## src/rtl/hazard_pkg.sv

```systemverilog
// Shared definitions for the pipeline hazard controller: FSM state encoding
// and the EX operand source selects.
package hazard_pkg;

  typedef enum logic [1:0] {
    RUN         = 2'd0,
    LOAD_STALL  = 2'd1,
    MULDIV_BUSY = 2'd2,
    FLUSH       = 2'd3
  } state_t;

  localparam logic [1:0] FWD_REG = 2'b00;
  localparam logic [1:0] FWD_WB  = 2'b01;
  localparam logic [1:0] FWD_MEM = 2'b10;

endpackage

```

## src/rtl/forward_unit.sv

```systemverilog
// Register-match comparator for one operand: the near (younger) producer wins
// over the far one, and register 0 never matches.
module forward_unit (
  input  logic [4:0] srcReg,
  input  logic [4:0] nearRd,
  input  logic       nearWrite,
  input  logic [4:0] farRd,
  input  logic       farWrite,
  output logic [1:0] fwdSel
);
  import hazard_pkg::*;

  logic nearHit;
  logic farHit;

  assign nearHit = nearWrite && (nearRd != 5'd0) && (nearRd == srcReg);
  assign farHit  = farWrite && (farRd != 5'd0) && (farRd == srcReg);
  assign fwdSel  = nearHit ? FWD_MEM : (farHit ? FWD_WB : FWD_REG);

endmodule

```

## src/rtl/pipeline_hazard_ctrl.sv

```systemverilog
// Stall/flush/forward control for a 5-stage pipeline. Define HAZ_FORWARD_EN to
// enable MEM/WB bypassing; otherwise decode stalls on any register dependency.
module pipeline_hazard_ctrl #(
  parameter int MULDIV_LAT = 4
) (
  input  logic        Clk,
  input  logic        Reset,
  input  logic [4:0]  IDRs,
  input  logic [4:0]  IDRt,
  input  logic        IDUsesRt,
  input  logic        IDJump,
  input  logic [4:0]  EXRd,
  input  logic        EXRegWrite,
  input  logic        EXMemRead,
  input  logic        EXJr,
  input  logic        EXMulDiv,
  input  logic [4:0]  MEMRd,
  input  logic        MEMRegWrite,
  input  logic        MEMBranchTaken,
  output logic        PCWrite,
  output logic        FDWrite,
  output logic        FDFlush,
  output logic        DEFlush,
  output logic        EMFlush,
  output logic [1:0]  ForwardA,
  output logic [1:0]  ForwardB,
  output logic [31:0] StallCount
);
  import hazard_pkg::*;

  localparam logic [3:0] MD_LOAD = 4'(MULDIV_LAT - 1);

  state_t     state;
  state_t     stateNext;
  logic [3:0] mdCount;
  logic [3:0] mdCountNext;
  logic [1:0] selA;
  logic [1:0] selB;
  logic       loadUse;
  logic       dataHazard;

  assign loadUse = EXMemRead && (EXRd != 5'd0) &&
                   ((EXRd == IDRs) || (IDUsesRt && (EXRd == IDRt)));

`ifdef HAZ_FORWARD_EN
  logic [4:0] exRs;
  logic [4:0] exRt;
  logic [4:0] wbRd;
  logic       wbWrite;

  forward_unit fwdA (.srcReg(exRs), .nearRd(MEMRd), .nearWrite(MEMRegWrite),
                     .farRd(wbRd), .farWrite(wbWrite), .fwdSel(selA));
  forward_unit fwdB (.srcReg(exRt), .nearRd(MEMRd), .nearWrite(MEMRegWrite),
                     .farRd(wbRd), .farWrite(wbWrite), .fwdSel(selB));

  assign dataHazard = 1'b0;
  assign ForwardA   = Reset ? FWD_REG : selA;
  assign ForwardB   = Reset ? FWD_REG : selB;

  // Shadow the EX-stage sources and the WB destination; EMFlush without
  // DEFlush only happens while a mul/div holds EX, so the sources hold too.
  always_ff @(posedge Clk) begin
    if (Reset) begin
      exRs    <= 5'd0;
      exRt    <= 5'd0;
      wbRd    <= 5'd0;
      wbWrite <= 1'b0;
    end else begin
      wbRd    <= MEMRd;
      wbWrite <= MEMRegWrite;
      if (DEFlush) begin
        exRs <= 5'd0;
        exRt <= 5'd0;
      end else if (!EMFlush) begin
        exRs <= IDRs;
        exRt <= IDRt;
      end
    end
  end
`else
  // No bypass network: the comparators watch the decode sources against the
  // EX (far) and MEM (near) destinations and any hit holds decode.
  forward_unit fwdA (.srcReg(IDRs), .nearRd(MEMRd), .nearWrite(MEMRegWrite),
                     .farRd(EXRd), .farWrite(EXRegWrite), .fwdSel(selA));
  forward_unit fwdB (.srcReg(IDRt), .nearRd(MEMRd), .nearWrite(MEMRegWrite),
                     .farRd(EXRd), .farWrite(EXRegWrite), .fwdSel(selB));

  assign dataHazard = (selA != FWD_REG) || (IDUsesRt && (selB != FWD_REG));
  assign ForwardA   = FWD_REG;
  assign ForwardB   = FWD_REG;
`endif

  always_ff @(posedge Clk) begin
    if (Reset) begin
      state      <= RUN;
      mdCount    <= 4'd0;
      StallCount <= 32'd0;
    end else begin
      state   <= stateNext;
      mdCount <= mdCountNext;
      if (!PCWrite) StallCount <= StallCount + 32'd1;
    end
  end

  // Event priority: branch, pending flush, jr, jump, mul/div, then data hazards.
  always_comb begin
    stateNext   = state;
    mdCountNext = mdCount;
    PCWrite     = 1'b1;
    FDWrite     = 1'b1;
    FDFlush     = 1'b0;
    DEFlush     = 1'b0;
    EMFlush     = 1'b0;
    if (Reset) begin
      PCWrite     = 1'b0;
      FDWrite     = 1'b0;
      FDFlush     = 1'b1;
      DEFlush     = 1'b1;
      EMFlush     = 1'b1;
      stateNext   = RUN;
      mdCountNext = 4'd0;
    end else if (MEMBranchTaken) begin
      FDFlush     = 1'b1;
      DEFlush     = 1'b1;
      EMFlush     = 1'b1;
      stateNext   = FLUSH;
      mdCountNext = 4'd0;
    end else if (state == FLUSH) begin
      FDFlush   = 1'b1;
      stateNext = RUN;
    end else if (EXJr) begin
      FDFlush = 1'b1;
      DEFlush = 1'b1;
    end else if (IDJump) begin
      FDFlush = 1'b1;
    end else if (state == MULDIV_BUSY) begin
      PCWrite     = 1'b0;
      FDWrite     = 1'b0;
      EMFlush     = 1'b1;
      mdCountNext = mdCount - 4'd1;
      if (mdCount <= 4'd1) begin
        stateNext   = RUN;
        mdCountNext = 4'd0;
      end
    end else if (EXMulDiv) begin
      PCWrite     = 1'b0;
      FDWrite     = 1'b0;
      EMFlush     = 1'b1;
      stateNext   = MULDIV_BUSY;
      mdCountNext = MD_LOAD;
    end else if (loadUse || dataHazard) begin
      PCWrite   = 1'b0;
      FDWrite   = 1'b0;
      DEFlush   = 1'b1;
      stateNext = LOAD_STALL;
    end else begin
      stateNext = RUN;
    end
  end

endmodule
```

## config.mk

```make
export PLATFORM = sky130hd
export DESIGN_NAME = pipeline_hazard_ctrl
export DESIGN_NICKNAME = d
export VERILOG_FILES = /design/src/rtl/hazard_pkg.sv /design/src/rtl/forward_unit.sv /design/src/rtl/pipeline_hazard_ctrl.sv
export SDC_FILE = /design/constraint.sdc
export NUM_CORES = 1
export LEC_CHECK = 0
export CORE_MARGIN = 4
export CORE_UTILIZATION = 53
export CTS_BUF_LIST = sky130_fd_sc_hd__clkbuf_4 sky130_fd_sc_hd__clkbuf_8
export DETAILED_ROUTE_END_ITERATION = 10
export GPL_ROUTABILITY_DRIVEN = 0
export GPL_TIMING_DRIVEN = 0
export HOLD_SLACK_MARGIN = 0.02
export PLACE_DENSITY = 0.95
export REMOVE_ABC_BUFFERS = 1
export SYNTH_ARGS = -nofsm -noshare
export SYNTH_HDL_FRONTEND = slang
export SYNTH_SLANG_ARGS = --single-unit
```

## constraint.sdc

```tcl
create_clock -name Clk -period 4.2 [get_ports Clk]
set_input_delay 0.84 -clock Clk [delete_from_list [all_inputs] [get_ports Clk]]
set_output_delay 0.84 -clock Clk [all_outputs]
set_load 0.03 [all_outputs]
```

==> impl_metrics.json <==
{
  "placed_cells": 392,
  "r2r-start": "StallCount[3]",
  "rsz0062_at_grt": "no",
  "initial_utilization_pct": 54.8,
  "num-nets-final": 382,
  "cap_violations": 0,
  "worstSetupStartpointType": "input port",
  "grt_pass1_wl_um": 11000,
  "hold_viol_final": 0,
  "vias": 2587,
  "endpoint_kind": "output pin",
  "pre_cts_ws_ps": -793,
  "ir_worst_vdd_uv": 251,
  "reg2reg_to": "StallCount[28]",
  "grtUsageMet1_pct": 31.5,
  "yosysTopAreaCell": "dfxtp_1",
  "htree_levels": 2,
  "grt_max_degree": 41,
  "ant_nets": 0,
  "r2r_slack_ps": 1700,
  "avgSynthCellArea_um2": 8.12,
  "coreArea_um2": 4350,
  "p_total_w": 0.000886,
  "busiest_layer": "met2",
  "r2r_cells": 6,
  "setup_viol": 0,
  "use_met3_pct": 4.81,
  "cts_buffers": 5,
  "clkTransAtPathRegs_ps": 70,
  "dieHeight_um": 75.1,
  "firstDrtPassIters": 4,
  "port_buffers": 66,
  "crit_required_ps": 3360,
  "ys_top_cells_by_area": "dfxtp_1, or4_1, o31ai_1",
  "synth_seq_cells": 38,
  "postSynthCellCount": 294,
  "placed_cell_area_um2": 3000,
  "area_growth_pct": 35.0,
  "cpPeakStageDelay_ps": 610,
  "fin_cells": 402,
  "synth_ff_type": "dfxtp_1",
  "yosysUniqueCellTypes": 47,
  "gr-usage-met2_pct": 42.2,
  "period_minus_slack_ps": 4000,
  "grt_pass1_vias": 2461,
  "ios": 71,
  "powerDensity_nw_per_um2": 275,
  "status": "completed",
  "clock-sinks": 38,
  "crit_path_end": "PCWrite",
  "finalInstanceArea_um2": 3220,
  "die_w_um": 75.1,
  "clock_latency_ps": 290,
  "wire_per_inst_um": 17.3,
  "synth.top_cell.area_share_pct": 31.9,
  "rows": 24,
  "n_antenna_cell": 0,
  "arrival_ps": 3160,
  "slowest_stage": "or4_1",
  "fmax_mhz": 250,
  "p_leak_nw": 0.991,
  "cp_max_fo": 15,
  "worst_slack_ps": 199,
  "max_slew.worst_pin.slew_ps": 989,
  "antenna_found_initial": 0,
  "crit_chain": "clkdlybuf4s50_1 > or4_1 > o21ai_4 > o221a_4 > nor2b_2 > nor2_1 > dlygate4sd2_1",
  "maxSlewViolCount": 0,
  "yosysSeqAreaShare_pct": 31.9,
  "hold_path.class": "reg2reg",
  "cts_hold_buf": 0,
  "syn_area_um2": 2390,
  "max_slew_margin_pct": 33.9,
  "finalCritPeriodShare_pct": 95.3,
  "grt_use_total_pct": 24.5,
  "drive_gt1_share_pct": 7.43,
  "hpwlAfterDp_um": 4330,
  "drcViolationCount": 0,
  "async_flop_share_pct": 0,
  "cts_tree": "built",
  "dieArea_um2": 5640,
  "crit_type": "in2out",
  "gr-total-overflow": 0,
  "routed_wl_um": 6960,
  "hold_ws_ps": 489,
  "finClkSkew_ps": 7.89,
  "via_per_inst": 6.44,
  "ys_warn_count": 0,
  "root_buffer": "clkbuf_8",
  "synth_edf_count": 0,
  "drtIter0Drc": 233,
  "startpoint": "MEMRd[0]",
  "clk_path_buf_depth": 2
}
final cells by class:
cell class	count	area, um^2
Sequential cell	38	761
Clock buffer	6	82.6
Timing Repair Buffer	66	656
Inverter	8	30.0
Multi-Input combinational cell	230	1570
Fill cell	337	1130
Clock inverter	2	60.1
Tap cell	52	65.1
flip-flops by register name (all words and copies together), names as in the netlist:
signal      count
StallCount     32
mdCount         4
state           2
report_power, final:
| group | leakage [nW] | total [W] | switching [W] | internal [W] |
|---|---|---|---|---|
| clock | 0.0714 | 0.000389 | 0.000135 | 0.000253 |
| sequential | 0.307 | 0.000367 | 0.00000474 | 0.000363 |
| combinational | 0.612 | 0.000130 | 0.0000768 | 0.0000532 |
| total | 0.991 | 0.000886 | 0.000217 | 0.000669 |
synth_stat cells (2+ instances only):
cell type	n
dfxtp_1	38
a21oi_1	35
or4_1	29
o31ai_1	28
nand2_1	18
xor2_1	18
nor2_1	14
clkbuf_1	11
nand3_1	9
nand4_1	9
inv_1	8
nor3_1	8
buf_4	7
o21ai_0	6
and3_1	5
buf_2	4
nand2b_1	4
and4_1	3
ha_1	3
nor4_1	3
or3_1	3
a32oi_1	2
nor2b_1	2
o22ai_1	2
or2_2	2
xnor2_1	2
worst max-delay path: cells and delay by family:
family	cells	cell delay, ps
simple gates	3	820
compound gates	2	600
buf+inv	2	900
logic make-up (layout without fill, tap and decap cells):
group	count (synthesis)	count (layout)	synth area share, %
AND/OR/NAND/NOR	115	115	28.5
adder cells (fa/ha/maj)	3	3	1.57
flip-flops	38	38	31.9
multiplexers	2	2	0.891
XOR/XNOR	20	20	7.34
other	1	4	0.157
AO/OA/AOI/OAI	84	86	23.1
buffers and inverters	31	82	6.50
per-stage QoR:
stage / util (%) / TNS, ps
2_1_floorplan: - / -581
3_3_place_gp: 68.9 / -2800
3_5_place_dp: 68.9 / -1740
4_1_cts: 73.2 / 0
5_1_grt: 74.0 / 0
6_report: 74.0 / 0
metal layers:
metal	routed length [um]	share of wire, %	up-vias
met5	0	0	-
met4	80	1.2	0
met3	395	5.7	9
met2	3560	51	90
met1	2920	42	1246
li1	-	-	1242
how the worst min path moves through the flow:
stage | start | end | cells past startpoint
2_1_floorplan | mdCount[3] | mdCount[3] | 2
3_3_place_gp | StallCount[31] | StallCount[31] | 2
3_5_place_dp | StallCount[31] | StallCount[31] | 2
4_1_cts | StallCount[31] | StallCount[31] | 2
5_1_grt | StallCount[15] | StallCount[15] | 2
6_report | StallCount[31] | StallCount[31] | 2
cell usage in the layout, fill, tap and decap left out, drive strengths merged, types with 5 or more instances in the layout:
master	n
dfxtp	38
nor3	8
xor2	18
nand4	9
and3	5
a21oi	35
nor2	14
o31ai	28
or4	29
o21ai	7
nand2	19
clkbuf	6
nand3	9
clkdlybuf4s50	62
inv	8
what timing repair did:
action,CTS,global route
cloned,2,0
setup endpoints to repair,3,3
resized for setup,7,7
pin swaps,0,0
setup buffers,0,0
No activity file was read; power rests on OpenSTA's default activity.
